**src/rtl/fpu_pkg.sv**
```systemverilog
// Shared FPU definitions.
// Holds the canonical quiet NaN, the square-root iteration count, the
// exponent bias, the iterative-unit state type and the single-precision
// field layout used to pick operands apart.
package fpu_pkg;

  localparam logic [31:0] QNAN       = 32'h7fc00000;
  localparam int unsigned FSQRT_ITER = 25;
  localparam logic [7:0]  BIAS       = 8'd127;

  typedef enum logic [1:0] {
    IDLE,
    CALC,
    RND
  } fsqrt_state_t;

  typedef struct packed {
    logic        sign;
    logic [7:0]  exp;
    logic [22:0] frac;
  } fp32_t;

endpackage

```
**src/rtl/fsqrt_iter_special.sv**
```systemverilog
// Combinational special-operand classifier for the iterative square root.
// Ports:
//   x          in  32  operand, IEEE single
//   is_special out  1  operand needs no iteration
//   res        out 32  packed result for special operands (0 otherwise)
// Denormals are flushed to signed zero before the sign is considered, so a
// negative denormal behaves like -0.
module fsqrt_iter_special
  import fpu_pkg::*;
(
  input  logic [31:0] x,
  output logic        is_special,
  output logic [31:0] res
);

  fp32_t f;
  assign f = x;

  always_comb begin
    is_special = 1'b1;
    res        = QNAN;
    if (f.exp == '0) begin
      res = {f.sign, 31'b0};
    end else if (f.exp == '1) begin
      if (f.frac == '0 && !f.sign) res = 32'h7f800000;
      else                         res = QNAN;
    end else if (f.sign) begin
      res = QNAN;
    end else begin
      is_special = 1'b0;
      res        = '0;
    end
  end

endmodule

```
**src/rtl/fsqrt_iter.sv**
```systemverilog
// Multi-cycle IEEE single-precision square root, restoring digit recurrence,
// one root bit per cycle, round to nearest even.
// Ports:
//   clk   in   1  rising-edge clock
//   rst   in   1  synchronous active-high reset
//   start in   1  request, sampled only while idle
//   x     in  32  operand, sampled with start
//   busy  out  1  operation in flight
//   done  out  1  one-cycle pulse, y valid
//   y     out 32  result, held until the next done
module fsqrt_iter
  import fpu_pkg::*;
(
  input  logic        clk,
  input  logic        rst,
  input  logic        start,
  input  logic [31:0] x,
  output logic        busy,
  output logic        done,
  output logic [31:0] y
);

  fsqrt_state_t state;
  logic [4:0]   cnt;
  logic [49:0]  rad;
  logic [26:0]  rem;
  logic [24:0]  q;
  logic [7:0]   eo;
  logic         sp_flag;
  logic [31:0]  sp_res;

  logic         is_special;
  logic [31:0]  special_res;

  fsqrt_iter_special u_special (
    .x          (x),
    .is_special (is_special),
    .res        (special_res)
  );

  // Result exponent: floor((e + 127) / 2) covers both exponent parities.
  logic [8:0] esum;
  assign esum = {1'b0, x[30:23]} + {1'b0, BIAS};

  // Trial subtraction; bit 29 is the borrow (negative trial).
  logic [29:0] trial;
  logic        trial_ok;
  assign trial    = {1'b0, rem, rad[49:48]} - {3'b000, q, 2'b01};
  assign trial_ok = ~trial[29];

  // Rounding: guard is q[0], sticky is a nonzero final remainder.
  logic        inc;
  logic [23:0] frac_r;
  logic [7:0]  exp_r;
  assign inc    = q[0] & ((rem != '0) | q[1]);
  assign frac_r = {1'b0, q[23:1]} + 24'(inc);
  assign exp_r  = eo + 8'(frac_r[23]);

  always_ff @(posedge clk) begin
    if (rst) begin
      state   <= IDLE;
      cnt     <= '0;
      rad     <= '0;
      rem     <= '0;
      q       <= '0;
      eo      <= '0;
      sp_flag <= 1'b0;
      sp_res  <= '0;
      busy    <= 1'b0;
      done    <= 1'b0;
      y       <= '0;
    end else begin
      done <= 1'b0;
      unique case (state)
        IDLE: begin
          if (start) begin
            busy    <= 1'b1;
            sp_flag <= is_special;
            sp_res  <= special_res;
            if (is_special) begin
              state <= RND;
            end else begin
              state <= CALC;
              cnt   <= 5'(FSQRT_ITER - 1);
              rem   <= '0;
              q     <= '0;
              eo    <= esum[8:1];
              // Odd biased exponent: mant24 << 25, even: mant24 << 26.
              if (x[23]) rad <= {2'b01, x[22:0], 25'b0};
              else       rad <= {1'b1, x[22:0], 26'b0};
            end
          end
        end
        CALC: begin
          rad <= {rad[47:0], 2'b00};
          q   <= {q[23:0], trial_ok};
          rem <= trial_ok ? trial[26:0] : {rem[24:0], rad[49:48]};
          if (cnt == '0) state <= RND;
          else           cnt   <= cnt - 5'd1;
        end
        RND: begin
          state <= IDLE;
          busy  <= 1'b0;
          done  <= 1'b1;
          // A fraction carry leaves frac_r[22:0] zero, so packing is direct.
          y     <= sp_flag ? sp_res : {1'b0, exp_r, frac_r[22:0]};
        end
        default: begin
          state <= IDLE;
          busy  <= 1'b0;
        end
      endcase
    end
  end

endmodule

```
**config.mk**
```make
export PLATFORM = sky130hd
export DESIGN_NAME = fsqrt_iter
export DESIGN_NICKNAME = d
export VERILOG_FILES = /design/src/rtl/fpu_pkg.sv /design/src/rtl/fsqrt_iter_special.sv /design/src/rtl/fsqrt_iter.sv
export SDC_FILE = /design/constraint.sdc
export NUM_CORES = 1
export LEC_CHECK = 0
export CORE_ASPECT_RATIO = 1.25
export CORE_MARGIN = 1.5
export CORE_UTILIZATION = 42
export DETAILED_ROUTE_END_ITERATION = 8
export SLEW_MARGIN = 40
export SYNTH_ARGS = -nofsm -noshare
export SYNTH_HDL_FRONTEND = slang
export SYNTH_SLANG_ARGS = --single-unit
export TNS_END_PERCENT = 50
```
**constraint.sdc**
```tcl
create_clock -name clk -period 3.8 [get_ports clk]
set_input_delay 0.76 -clock clk [delete_from_list [all_inputs] [get_ports clk]]
set_output_delay 0.76 -clock clk [all_outputs]
set_load 0.03 [all_outputs]
```
==> metrics, run 1 <==
outcome=completed; primary flip-flop cell chosen by synthesis mapping=sky130_fd_sc_hd__dfxtp_1; vias after detailed routing=between 6000 and 7000; synthesized area divided by synthesized cell count=approximately 8.3 um2; clock tree from TritonCTS=yes; signed area change from the synthesized netlist to the final layout=19.9%; min-delay worst type=register to register; Syn Inst Count=approximately 890; Worst Setup Start Kind=register; Final ANT Viol Nets=0; arrival time of data at the critical path endpoint=around 3.5 ns; Synth area leaders=sky130_fd_sc_hd__dfxtp_1, sky130_fd_sc_hd__ha_1, sky130_fd_sc_hd__nor2_1; buffers inserted during post-CTS setup optimization=0; setup slack on the worst flop-to-flop path=approximately 0.60 ns; total number of yosys warnings=0; clock latency on the worst-skew pair=0.42 ns; area of the die=18400 um2; port buffer count=68; DP Area=around 8000 um2; Clock Pin Slew Worst Setup and Hold Paths=~0.05 ns; CTS Root Cell=sky130_fd_sc_hd__clkbuf_16; Max-Slew Margin vs Limit=0.543; number of clock sinks=130; achievable clock frequency=between 300 and 400 MHz; Die Y-Extent=151 um; cell type with the largest total area after synthesis=sky130_fd_sc_hd__dfxtp_1; GR Util met2=0.364; multi-input combinational cell area=4420 um2; Final Hold Violating Endpoints=0; origin of the worst setup path=q[0]; most common library cell in the layout ignoring fill and taps=sky130_fd_sc_hd__dfxtp_1; Min Hold Slack=around 0.45 ns; fill cell total of the finished layout=around 1700; final cycle utilization of the critical path=0.842; Yosys top cell area share=0.352; sequential share of the synthesized area=0.352; max_cap viols=0; row cnt=between 50 and 60; share of cells above drive strength 1=0.0933; DP HPWL=approximately 14000 um; global routing met1 resource utilization=0.264; worst slew pin tran=slightly below 0.7 ns; total gr overflow=0; nature of the critical path endpoint=register; I/O pin count=69; drt total wl=approximately 19000 um; CTS buffer count=17; Reg2Reg Launch Point=q[0]; proportion of synthesized flip-flops having asynchronous set or reset=0; met3 usage=0.0418; starting utilization of the core area=0.425; count of cells resized by post-cts repair=0; Syn Nets=957; maximum number of pins on one net before global-route repair=86; number of distinct library cells after synthesis=67; gp weighted congestion=~0.84; area of all sequential standard cells=~2600 um2; Layout Nets=1000; initial antenna violation count=0; CTS H-tree depth=4; routed wire length per instance=~16 um; Crit Path Max Fanout=5; max-slew violations=0; post-synthesis sequential element count=130; Total Routing Usage GR=0.213; cell area after technology mapping=7380 um2; global-route wire length before repair=31100 um; number of setup violations in the final report=0; critical path start-end classification=register to register; data required time of the critical path=around 4 ns; number of DRC markers in iteration 0=411; count of flip-flops with a built-in enable after synthesis=0; Hold Crit Start=y[28]; area inside the core boundary=17400 um2; most heavily used metal layer in global routing=met2; most frequent cells in the layout=sky130_fd_sc_hd__dfxtp_1, sky130_fd_sc_hd__nor2_1, sky130_fd_sc_hd__nand2_1; ant diodes=0; maximum clock insertion buffer count=2; RSZ-0062 raised after global routing=false; fraction of the core area covered by cells at the end of the flow=0.510; DRC violations left=0; Layout Skew=around 0.0095 ns; Chip Width=between 100 and 150 um; time the final worst path needs with I/O delays and setup=around 3.2 ns; number of optimization iterations in the first detailed-route pass=5; number of buffers inserted for hold repair after clock tree synthesis=0; setup total negative slack=0 ns; number of global-route vias before repair=between 6000 and 7000; number of vias per cell after detailed routing=roughly 5.7; final standard cell area without fillers=8850 um2
worst max-delay path, cell delays in order, from the launching register on:
cell and delay (ns):
sky130_fd_sc_hd__dfxtp_1 0.41, sky130_fd_sc_hd__and2_1 0.23, sky130_fd_sc_hd__nand2_1 0.12, sky130_fd_sc_hd__nor4_1 0.61
sky130_fd_sc_hd__nand4_1 0.34, sky130_fd_sc_hd__nor3_1 0.32, sky130_fd_sc_hd__ha_1 0.27, sky130_fd_sc_hd__ha_1 0.23
sky130_fd_sc_hd__nand3_1 0.11, sky130_fd_sc_hd__xnor2_1 0.13, sky130_fd_sc_hd__o211ai_1 0.17, sky130_fd_sc_hd__a21oi_1 0.10
per-stage QoR:
step	setup WS, ns	cells
after floorplan	0.885	888
after global placement	0.420	1136
after detailed placement	0.468	1136
after CTS	0.596	1167
after global routing	0.384	1167
final	0.599	1167
registers in the layout, summed over array words and instances (netlist names):
name	flops
busy	1
cnt	5
done	1
eo	8
q	25
rad	25
rem	27
sp_flag	1
sp_res	3
state	2
y	32
metal layers:
metal	routed length, um	vias up	share of wire
li1	-	3374	-
met1	8610	3158	0.45
met2	9440	135	0.49
met3	598	31	0.031
met4	491	0	0.026
met5	0	-	0
synthesized netlist by cell type (3+ instances only):
| cell | number |
|---|---|
| sky130_fd_sc_hd__nor2_1 | 108 |
| sky130_fd_sc_hd__a211oi_1 | 13 |
| sky130_fd_sc_hd__or2_2 | 4 |
| sky130_fd_sc_hd__nor3_1 | 27 |
| sky130_fd_sc_hd__a41oi_1 | 5 |
| sky130_fd_sc_hd__o211ai_1 | 21 |
| sky130_fd_sc_hd__o21ai_0 | 19 |
| sky130_fd_sc_hd__buf_2 | 3 |
| sky130_fd_sc_hd__or3_1 | 4 |
| sky130_fd_sc_hd__dfxtp_1 | 130 |
| sky130_fd_sc_hd__inv_1 | 35 |
| sky130_fd_sc_hd__a222oi_1 | 21 |
| sky130_fd_sc_hd__and4_1 | 3 |
| sky130_fd_sc_hd__a22oi_1 | 48 |
| sky130_fd_sc_hd__nand2b_1 | 9 |
| sky130_fd_sc_hd__clkbuf_1 | 48 |
| sky130_fd_sc_hd__nand2_1 | 75 |
| sky130_fd_sc_hd__ha_1 | 34 |
| sky130_fd_sc_hd__mux2_2 | 21 |
| sky130_fd_sc_hd__mux2i_1 | 3 |
| sky130_fd_sc_hd__nor2b_1 | 5 |
| sky130_fd_sc_hd__nand4_1 | 17 |
| sky130_fd_sc_hd__xnor2_1 | 42 |
| sky130_fd_sc_hd__a21oi_1 | 45 |
| sky130_fd_sc_hd__a21oi_2 | 4 |
| sky130_fd_sc_hd__o31ai_1 | 9 |
| sky130_fd_sc_hd__and3_1 | 15 |
| sky130_fd_sc_hd__o21a_1 | 5 |
| sky130_fd_sc_hd__nor4_1 | 18 |
| sky130_fd_sc_hd__o31ai_2 | 3 |
| sky130_fd_sc_hd__nand3_1 | 23 |
| sky130_fd_sc_hd__xor2_1 | 10 |
| sky130_fd_sc_hd__o22ai_1 | 4 |
| sky130_fd_sc_hd__a31oi_1 | 6 |
| sky130_fd_sc_hd__and2_1 | 4 |
| sky130_fd_sc_hd__a21o_1 | 7 |
| sky130_fd_sc_hd__or4_1 | 3 |
final cells by class:
type | instances | share of cell area
multi-input cells | 666 | 0.499
well taps | 224 | 0.0317
inverters | 35 | 0.0148
flip-flops and latches | 130 | 0.294
clock buffers | 23 | 0.0551
clock inverters | 8 | 0.0170
repair buffers | 81 | 0.0881
logic make-up after synthesis:
logic type / count (synthesis) / synth area share
AND/OR/NAND/NOR: 322 / 0.206
AO/OA/AOI/OAI: 234 / 0.234
flip-flops: 130 / 0.352
multiplexers: 24 / 0.0361
buffers and inverters: 92 / 0.0520
adder cells (fa/ha/maj): 34 / 0.0576
XOR/XNOR: 52 / 0.0617
final timing paths:
kind,cells past startpoint,end
max,11,y[29]
min reg2reg,2,y[28]
min,2,y[28]
max reg2reg,11,y[29]
Power of run 1 is not shown: default switching activity piles up to over one toggle a cycle in this logic, so the estimate is an artifact.
==> run 2, diff against run 1 <==
==> constraint.sdc (replaced) <==
create_clock -name clk -period 3.3 [get_ports clk]
set_input_delay 0.66 -clock clk [delete_from_list [all_inputs] [get_ports clk]]
set_output_delay 0.66 -clock clk [all_outputs]
set_load 0.03 [all_outputs]
==> metrics, run 2 (synthesis gave the netlist of run 1 again) <==
outcome=completed; number of optimization iterations in the first detailed-route pass=6 (+1); dpl cells=1151 (+1.3%); area inside the core boundary=17400 um2 (unchanged); row cnt=54 (unchanged); Die Y-Extent=151 um (unchanged); setup total negative slack=0 ns (unchanged); I/O pin count=69 (unchanged); ant diodes=0 (unchanged); number of vias per cell after detailed routing=5.68 (-1.0%); max-slew violations=0 (unchanged); port buffer count=68 (unchanged); Chip Width=122 um (unchanged); power per unit of standard cell area=approximately 1200 nW/um2; fraction of the core area covered by cells at the end of the flow=0.515 (+0.00526); drt total wl=19300 um (+1.0%); most common library cell in the layout ignoring fill and taps=sky130_fd_sc_hd__dfxtp_1; worst slew pin tran=0.688 ns (+0.00398 ns); number of setup violations in the final report=0 (unchanged); Biggest register=y; total gr overflow=0 (unchanged); initial antenna violation count=0 (unchanged); most frequent cells in the layout=sky130_fd_sc_hd__dfxtp_1, sky130_fd_sc_hd__nor2_1, sky130_fd_sc_hd__nand2_1; DRC violations left=0 (unchanged); Clock Pin Slew Worst Setup and Hold Paths=0.06 ns (about the same); number of clock sinks=130 (unchanged); maximum number of pins on one net before global-route repair=65 (-24%); buffers inserted during post-CTS setup optimization=0 (unchanged); maximum vdd drop=0.000956 V; Layout Nets=1015 (+1.5%); arrival time of data at the critical path endpoint=3.43 ns (-0.04 ns); share of cells above drive strength 1=0.107 (+0.0141); Max-Slew Margin vs Limit=0.540 (-0.00268); number of buffers inserted for hold repair after clock tree synthesis=0 (unchanged); worst-case setup margin in the final layout=0.204 ns (-0.396 ns); achievable clock frequency=323 MHz (+3.4%); time the final worst path needs with I/O delays and setup=3.10 ns (-0.104 ns); clock latency on the worst-skew pair=0.43 ns (about the same); max_cap viols=0 (unchanged); DP HPWL=14000 um (+2.8%); number of global-route vias before repair=6354 (+3.6%); flip-flop count of the largest register, all copies and words added=32 (unchanged); Worst Setup Start Kind=register; maximum clock insertion buffer count=2 (unchanged); clock tree from TritonCTS=yes; Final ANT Viol Nets=0 (unchanged); Total Routing Usage GR=0.217 (+0.00326); gp weighted congestion=0.797 (-5.1%); vias after detailed routing=6721 (+0.34%); Top Registers=y x32, rem x27; count of cells resized by post-cts repair=0 (unchanged); area of the die=18400 um2 (unchanged); CTS Root Cell=sky130_fd_sc_hd__clkbuf_16; signed area change from the synthesized netlist to the final layout=21.1%; CTS H-tree depth=4 (unchanged); critical path start-end classification=register to register; RSZ-0062 raised after global routing=false; data required time of the critical path=3.63 ns (-0.44 ns); setup slack on the worst flop-to-flop path=0.20 ns (-0.40 ns); nature of the critical path endpoint=register; number of DRC markers in iteration 0=381 (-7.3%); global-route wire length before repair=31400 um (+1.1%); Final Hold Violating Endpoints=0 (unchanged); CTS buffer count=17 (unchanged); starting utilization of the core area=0.425 (unchanged); Layout Skew=0.0103 ns (+0.000751 ns); leakage power total=~3.2 nW; non-filler cells in the finished layout=1183 (+1.4%); total power of the final layout=around 0.011 W; min-delay worst type=register to register; Crit Path Max Fanout=15 (+10); routed wire length per instance=16.3 um (-0.35%); post-placement setup slack=0.189 ns (-0.279 ns); final cycle utilization of the critical path=0.938 (+0.0960)
==> run 2: cell count changes in the layout (fill, tap and decap cells not counted), sizes merged <==
cell | before | now
clkinvlp | 1 | 2
clkbuf | 23 | 19
buf | 14 | 29
clkinv | 3 | 7
==> run 2: cell type report <==
cell class                      instances  area [um2]
Tap cell                              224         280
Inverter                               35         131
Multi-Input combinational cell        666        4410
Clock inverter                         13         185
Sequential cell                       130        2600
Clock buffer                           19         443
Timing Repair Buffer                   96         888
Fill cell                            1656        8420
==> run 2: where the power goes <==
| part | switching (W) | internal (W) | leakage, nW | total, W |
|---|---|---|---|---|
| Combinational | 0.00410 | 0.00289 | 1.88 | 0.00699 |
| Clock | 0.000712 | 0.00128 | 0.303 | 0.00199 |
| Sequential | 0.000192 | 0.00173 | 1.05 | 0.00193 |
| Total | 0.00500 | 0.00590 | 3.23 | 0.0109 |
==> run 2: worst max-delay path, cell delays in order (launching register included) <==
cell and delay (ns):
sky130_fd_sc_hd__dfxtp_1 0.43, sky130_fd_sc_hd__inv_1 0.07, sky130_fd_sc_hd__ha_1 0.24, sky130_fd_sc_hd__or3_4 0.35, sky130_fd_sc_hd__o221a_4 0.28, sky130_fd_sc_hd__and4_4 0.20
sky130_fd_sc_hd__o211a_4 0.27, sky130_fd_sc_hd__o211ai_4 0.23, sky130_fd_sc_hd__a21o_1 0.34, sky130_fd_sc_hd__buf_4 0.30, sky130_fd_sc_hd__a21oi_1 0.10, sky130_fd_sc_hd__o31ai_1 0.18
==> run 2: stage by stage <==
stage	hold slack, ns	instance area (um2)
global route	0.472	8940
CTS	0.453	8940
floorplan	0.427	7380
global placement	0.443	8310
detailed placement	0.446	8310
finish	0.452	8940
==> run 2: path summary, 6_finish.rpt <==
kind,from,to,cells after the start
setup / recovery,q[2],rem[10],11
hold / removal,y[22],y[22],2
setup reg to reg,q[2],rem[10],11
hold reg to reg,y[22],y[22],2
==> run 2: routing by layer <==
layer,global-route usage,up-vias,share of wire
met4,0.0982,0,0.034
li1,-,3387,-
met1,0.263,3123,0.43
met2,0.372,176,0.50
met5,0,-,0
met3,0.0399,35,0.037
Power figures use the tool's default switching activity.
